$ cat config.mk
export PLATFORM = sky130hd
export DESIGN_NAME = video_timing_gen_flat
export DESIGN_NICKNAME = d
export VERILOG_FILES = /design/src/rtl/video_timing_gen_if.sv /design/src/rtl/video_timing_gen.sv /design/src/flat_wrapper.sv
export SDC_FILE = /design/constraint.sdc
export NUM_CORES = 1
export LEC_CHECK = 0
export ABC_AREA = 1
export BUFFER_PORTS_ARGS = -buffer_cell sky130_fd_sc_hd__buf_2
export CAP_MARGIN = 10
export CORE_MARGIN = 3
export CORE_UTILIZATION = 57
export CTS_CLUSTER_SIZE = 16
export DETAILED_ROUTE_END_ITERATION = 8
export PLACE_DENSITY_LB_ADDON = 0.12
export SYNTH_ARGS = -nofsm -noshare
export SYNTH_HDL_FRONTEND = slang
export SYNTH_SLANG_ARGS = --single-unit
$ cat constraint.sdc
create_clock -name vga_clk -period 1.9 [get_ports vga_clk]
set_clock_uncertainty 0.05 [all_clocks]
set_input_delay 0.19 -clock vga_clk [delete_from_list [all_inputs] [get_ports vga_clk]]
set_output_delay 0.19 -clock vga_clk [all_outputs]
set_load 0.03 [all_outputs]
$ cat src/rtl/video_timing_gen_if.sv
// Raster timing bundle: pixel-tick enable in, sync/blank/coordinate/strobe outputs back.
interface video_timing_gen_if #(
    parameter int unsigned COORD_W = 11
);
    logic               enable;
    logic               HS;
    logic               VS;
    logic               blank_n;
    logic [COORD_W-1:0] pixelX;
    logic [COORD_W-1:0] pixelY;
    logic               coord_valid;
    logic               line_start;
    logic               frame_start;

    modport master (
        input  enable,
        output HS, VS, blank_n, pixelX, pixelY, coord_valid, line_start, frame_start
    );

    modport slave (
        output enable,
        input  HS, VS, blank_n, pixelX, pixelY, coord_valid, line_start, frame_start
    );
endinterface

$ cat src/rtl/video_timing_gen.sv
// Parametrised raster timing generator: sync/back/active/front ordering, registered coordinates
// that lead HS/VS/blank_n by PIPE_LEAD enabled clocks.
module video_timing_gen #(
    parameter int unsigned H_ACTIVE  = 640,
    parameter int unsigned H_FRONT   = 16,
    parameter int unsigned H_SYNC    = 96,
    parameter int unsigned H_BACK    = 48,
    parameter int unsigned V_ACTIVE  = 480,
    parameter int unsigned V_FRONT   = 10,
    parameter int unsigned V_SYNC    = 2,
    parameter int unsigned V_BACK    = 33,
    parameter bit          HS_POL    = 1'b0,
    parameter bit          VS_POL    = 1'b0,
    parameter int unsigned PIPE_LEAD = 0,
    parameter int unsigned COORD_W   = 11
) (
    input  logic               vga_clk,
    input  logic               resetN,
    video_timing_gen_if.master vt
);
    localparam int unsigned H_TOTAL = H_SYNC + H_BACK + H_ACTIVE + H_FRONT;
    localparam int unsigned V_TOTAL = V_SYNC + V_BACK + V_ACTIVE + V_FRONT;
    localparam int unsigned H_CW    = $clog2(H_TOTAL);
    localparam int unsigned V_CW    = $clog2(V_TOTAL);

    localparam logic [H_CW-1:0] H_LAST      = H_CW'(H_TOTAL - 1);
    localparam logic [H_CW-1:0] H_SYNC_LEN  = H_CW'(H_SYNC);
    localparam logic [H_CW-1:0] H_VIS_FIRST = H_CW'(H_SYNC + H_BACK);
    localparam logic [H_CW-1:0] H_VIS_LAST  = H_CW'(H_SYNC + H_BACK + H_ACTIVE - 1);
    localparam logic [V_CW-1:0] V_LAST      = V_CW'(V_TOTAL - 1);
    localparam logic [V_CW-1:0] V_SYNC_LEN  = V_CW'(V_SYNC);
    localparam logic [V_CW-1:0] V_VIS_FIRST = V_CW'(V_SYNC + V_BACK);
    localparam logic [V_CW-1:0] V_VIS_LAST  = V_CW'(V_SYNC + V_BACK + V_ACTIVE - 1);

    // Delay-line entry layout: {HS level, VS level, blank_n}
    localparam logic [2:0] SYNC_IDLE = {~HS_POL, ~VS_POL, 1'b0};

    logic [H_CW-1:0]    h_cnt;
    logic [V_CW-1:0]    v_cnt;
    logic               visible;
    logic               first_col;
    logic [H_CW-1:0]    x_off;
    logic [V_CW-1:0]    y_off;
    logic [2:0]         raw_sync;
    logic [2:0]         sync_pipe [PIPE_LEAD+1];
    logic [COORD_W-1:0] pixel_x;
    logic [COORD_W-1:0] pixel_y;
    logic               coord_valid;
    logic               line_start;
    logic               frame_start;

    always_comb begin
        visible   = (h_cnt >= H_VIS_FIRST) && (h_cnt <= H_VIS_LAST) &&
                    (v_cnt >= V_VIS_FIRST) && (v_cnt <= V_VIS_LAST);
        first_col = visible && (h_cnt == H_VIS_FIRST);
        x_off     = h_cnt - H_VIS_FIRST;
        y_off     = v_cnt - V_VIS_FIRST;
        raw_sync  = {(h_cnt < H_SYNC_LEN) ? HS_POL : ~HS_POL,
                     (v_cnt < V_SYNC_LEN) ? VS_POL : ~VS_POL,
                     visible};
    end

    always_ff @(posedge vga_clk) begin
        if (!resetN) begin
            h_cnt       <= '0;
            v_cnt       <= '0;
            pixel_x     <= '0;
            pixel_y     <= '0;
            coord_valid <= 1'b0;
            line_start  <= 1'b0;
            frame_start <= 1'b0;
            for (int unsigned i = 0; i <= PIPE_LEAD; i++) begin
                sync_pipe[i] <= SYNC_IDLE;
            end
        end else if (vt.enable) begin
            if (h_cnt == H_LAST) begin
                h_cnt <= '0;
                v_cnt <= (v_cnt == V_LAST) ? '0 : v_cnt + 1'b1;
            end else begin
                h_cnt <= h_cnt + 1'b1;
            end
            // Out-of-region offsets would be wrapped values, so force zero there
            pixel_x     <= visible ? COORD_W'(x_off) : '0;
            pixel_y     <= visible ? COORD_W'(y_off) : '0;
            coord_valid <= visible;
            line_start  <= first_col;
            frame_start <= first_col && (v_cnt == V_VIS_FIRST);
            sync_pipe[0] <= raw_sync;
            for (int unsigned i = 1; i <= PIPE_LEAD; i++) begin
                sync_pipe[i] <= sync_pipe[i-1];
            end
        end
    end

    assign vt.HS          = sync_pipe[PIPE_LEAD][2];
    assign vt.VS          = sync_pipe[PIPE_LEAD][1];
    assign vt.blank_n     = sync_pipe[PIPE_LEAD][0];
    assign vt.pixelX      = pixel_x;
    assign vt.pixelY      = pixel_y;
    assign vt.coord_valid = coord_valid;
    assign vt.line_start  = line_start;
    assign vt.frame_start = frame_start;
endmodule

$ cat src/flat_wrapper.sv
// flat-port wrapper written by rule: the top's interface ports become plain ports
module video_timing_gen_flat 
#(
    parameter int unsigned H_ACTIVE  = 640,
    parameter int unsigned H_FRONT   = 16,
    parameter int unsigned H_SYNC    = 96,
    parameter int unsigned H_BACK    = 48,
    parameter int unsigned V_ACTIVE  = 480,
    parameter int unsigned V_FRONT   = 10,
    parameter int unsigned V_SYNC    = 2,
    parameter int unsigned V_BACK    = 33,
    parameter bit          HS_POL    = 1'b0,
    parameter bit          VS_POL    = 1'b0,
    parameter int unsigned PIPE_LEAD = 0,
    parameter int unsigned COORD_W   = 11
)
  (vga_clk, resetN, vt_enable, vt_HS, vt_VS, vt_blank_n, vt_pixelX, vt_pixelY, vt_coord_valid, vt_line_start, vt_frame_start);
  video_timing_gen_if #(.COORD_W(COORD_W)) vt_i ();
  input  logic vga_clk;
  input  logic resetN;
  input wire logic [$bits(vt_i.enable)-1:0] vt_enable;
  output wire logic [$bits(vt_i.HS)-1:0] vt_HS;
  output wire logic [$bits(vt_i.VS)-1:0] vt_VS;
  output wire logic [$bits(vt_i.blank_n)-1:0] vt_blank_n;
  output wire logic [$bits(vt_i.pixelX)-1:0] vt_pixelX;
  output wire logic [$bits(vt_i.pixelY)-1:0] vt_pixelY;
  output wire logic [$bits(vt_i.coord_valid)-1:0] vt_coord_valid;
  output wire logic [$bits(vt_i.line_start)-1:0] vt_line_start;
  output wire logic [$bits(vt_i.frame_start)-1:0] vt_frame_start;
  assign vt_i.enable = vt_enable;
  assign vt_HS = vt_i.HS;
  assign vt_VS = vt_i.VS;
  assign vt_blank_n = vt_i.blank_n;
  assign vt_pixelX = vt_i.pixelX;
  assign vt_pixelY = vt_i.pixelY;
  assign vt_coord_valid = vt_i.coord_valid;
  assign vt_line_start = vt_i.line_start;
  assign vt_frame_start = vt_i.frame_start;
  video_timing_gen #(.H_ACTIVE(H_ACTIVE), .H_FRONT(H_FRONT), .H_SYNC(H_SYNC), .H_BACK(H_BACK), .V_ACTIVE(V_ACTIVE), .V_FRONT(V_FRONT), .V_SYNC(V_SYNC), .V_BACK(V_BACK), .HS_POL(HS_POL), .VS_POL(VS_POL), .PIPE_LEAD(PIPE_LEAD), .COORD_W(COORD_W)) u_core (.vga_clk(vga_clk), .resetN(resetN), .vt(vt_i));
endmodule
==> results.json <==
{
  "status": "completed",
  "coreArea_sq_um": 4090,
  "io_buffers": 28,
  "rows": 23,
  "initial_utilization_pct": 60.0,
  "grt_overflow": 0,
  "max_freq_ghz": 0.554,
  "synthAdderAreaFrac_pct": 4.09,
  "final_nets": 363,
  "cts_max_level": 2,
  "fin_total_pwr_w": 0.00174,
  "drt_first_pass_iters": 4,
  "setup_viol": 0,
  "cp_max_fo": 13,
  "synthSimpleGateAreaFrac_pct": 28.8,
  "max_cap_violations": 0,
  "final_cell_area_sq_um": 2760,
  "hold_viol_final": 0,
  "cts-root-buf": "clkbuf_8",
  "cts_buffers": 5,
  "async_reset_ff_share_pct": 0,
  "grt_pass1_vias": 1985,
  "synth-seq-cells": 46,
  "via_count": 2164,
  "leakage_nw": 1.25,
  "cp-end-kind": "flip-flop",
  "drt_iter0_markers": 177,
  "routed_via_density": 5.37,
  "antenna_cells": 0,
  "synthTopCellsByArea": "dfxtp_1 35%, nand2_1 9.8%, o21ai_2 6.8%, inv_1 4.3%, ha_1 4.1%",
  "min_path_type": "input pin to flip-flop",
  "synthMuxAreaShare_pct": 0,
  "finalCoreUtilization_pct": 67.5,
  "clk_pin_slew_ns": 0.09,
  "grt_max_degree": 14,
  "dieArea_sq_um": 5120,
  "synth_seq_area_share_pct": 38.8,
  "cts_sinks": 46,
  "clk_latency_ns": 0.30,
  "drc_errors": 0,
  "synth_largest_area_cell": "dfxtp_1",
  "synth_top_family_by_area": "simple AND/OR/NAND/NOR gates",
  "layout-drive-gt1-share_pct": 27.2,
  "avgSynthCellArea_sq_um": 7.78,
  "dpl-instance-area_sq_um": 2640,
  "synth_xor_area_share_pct": 4.65,
  "antenna_found_initial": 0,
  "ant_nets": 0,
  "drv_slew": 0,
  "routed_wl_mm": 5.39,
  "wl_per_cell_um": 13.4,
  "yosys_warnings": 0,
  "netlist_instances": 315,
  "syn_area_sq_um": 2450,
  "path_class": "flip-flop to flip-flop",
  "cts_tree": "yes",
  "ios": 31,
  "synth_flop_cell": "dfxtp_1",
  "cp.required_ns": 2.09,
  "dp_hpwl_mm": 4.12,
  "post-route-period-util_pct": 95.1,
  "clockBufferDepth": 2,
  "num-fill-cells": 361,
  "multi_input_area_sq_um": 1280,
  "synth-compound-area-share_pct": 14.1,
  "startpoint_type": "flip-flop",
  "max-vdd-ir-drop_mv": 0.365,
  "synth_commonest_cells": "64 x nand2_1, 43 x dfxtp_1, 28 x inv_1",
  "syn2layout_area_growth_pct": 12.7,
  "ys_types": 33,
  "die_h_um": 71.6,
  "place_congestion": 0.936,
  "synth_edf_count": 3,
  "final-seq-area_sq_um": 952,
  "grt_util_all_layers_pct": 22.7,
  "synth.top_cell.area_share_pct": 35.1,
  "dieWidth_um": 71.6,
  "finalCriticalPeriod_ns": 1.81,
  "synth_most_common_cell": "nand2_1",
  "arrival_ns": 1.99,
  "power_density_nw_per_um2": 631,
  "grt_pass1_wl_mm": 9.28
}
## worst max-delay path, cell delays in order, from the launching register on
cell	delay [ns]
dfxtp_1	0.35
inv_1	0.15
ha_2	0.24
nand2_1	0.06
nor2_1	0.09
nand2_1	0.10
nand2_1	0.09
nand3_2	0.09
nor2_2	0.13
nand2_2	0.06
buf_4	0.20
o21ai_2	0.13
## flip-flops by register name, indices dropped and copies added (netlist names)
register and flops:
u_core.h_cnt 10, u_core.sync_pipe 3, u_core.v_cnt 10, u_core.vt.coord_valid 1, u_core.vt.frame_start 1, u_core.vt.line_start 1
u_core.vt.pixelX 10, u_core.vt.pixelY 10
## layer usage
| layer | vias to the layer above | wire length, um | part of all wire (%) | track usage (%) |
|---|---|---|---|---|
| met4 | 0 | 62 | 1.1 | 8.14 |
| li1 | 1101 | - | - | - |
| met2 | 81 | 2290 | 42 | 32.2 |
| met5 | - | 0 | 0 | 0 |
| met3 | 8 | 411 | 7.6 | 3.65 |
| met1 | 974 | 2630 | 49 | 34.4 |
## cell families after synthesis
group,after synthesis
adder cells (fa/ha/maj),8
AO/OA/AOI/OAI,53
XOR/XNOR,13
buffers and inverters,45
flip-flops,46
other,1
AND/OR/NAND/NOR,149
## power breakdown
| group | switching (W) | internal, W | total, W | leakage, nW |
|---|---|---|---|---|
| logic | 0.0000488 | 0.0000165 | 0.0000654 | 0.818 |
| clock network | 0.000325 | 0.000367 | 0.000692 | 0.0575 |
| registers | 0.00000268 | 0.000980 | 0.000983 | 0.376 |
| total | 0.000376 | 0.00136 | 0.00174 | 1.25 |
## path summary, 6_finish.rpt
| check | endpoint | slack (ns) | cells past startpoint | start |
|---|---|---|---|---|
| setup reg to reg | u_core.vt.pixelX[4]$_SDFFE_PN0P_ | 0.09 | 11 | u_core.h_cnt[5]$_SDFFE_PN0P_ |
| hold / removal | u_core.v_cnt[1]$_SDFFE_PN0P_ | 0.18 | 3 | resetN |
| hold reg to reg | u_core.vt.coord_valid$_SDFFE_PN0P_ | 0.40 | 2 | u_core.vt.coord_valid$_SDFFE_PN0P_ |
| setup / recovery | u_core.vt.pixelX[4]$_SDFFE_PN0P_ | 0.09 | 11 | u_core.h_cnt[5]$_SDFFE_PN0P_ |
## what timing repair did
item | in CTS | in global routing
gates resized for setup | 0 | 3
endpoints found under the setup margin | 0 | 9
hold buffers | 0 | 0
setup buffers | 0 | 0
hold endpoints to repair | 0 | 0
## cells in the final DEF (no fill, tap or decap), types with 2 or more instances in the layout
master / instances
dfxtp_1: 42
nand2_1: 63
nor2_2: 6
nand4_1: 9
o21ai_2: 19
a21oi_1: 19
buf_2: 28
xnor2_1: 3
nand2_2: 9
xor2_1: 10
clkbuf_8: 8
o21ai_0: 10
nor3_1: 9
ha_1: 7
nor2_4: 3
nor2_1: 26
inv_2: 5
inv_1: 28
nand3_1: 18
nand3_2: 3
edfxtp_1: 3
buf_4: 12
conb_1: 2
## layout make-up
type | count | area share [%]
repair buffers | 40 | 8.34
clock buffers | 8 | 3.99
inverters | 34 | 4.62
multi-input cells | 225 | 46.3
well taps | 50 | 2.27
flip-flops and latches | 46 | 34.5
## per-stage QoR
step                      setup TNS [ns]  setup WS, ns  instances  hold slack, ns
after floorplan                        0         0.345        316           0.300
after global placement                 0         0.208        395           0.386
after detailed placement               0         0.139        395           0.391
after CTS                              0         0.119        403           0.173
after global routing             -0.0115      -0.00670        403           0.214
final                                  0        0.0938        403           0.181
Note: power is estimated with default switching activity, not from simulation.
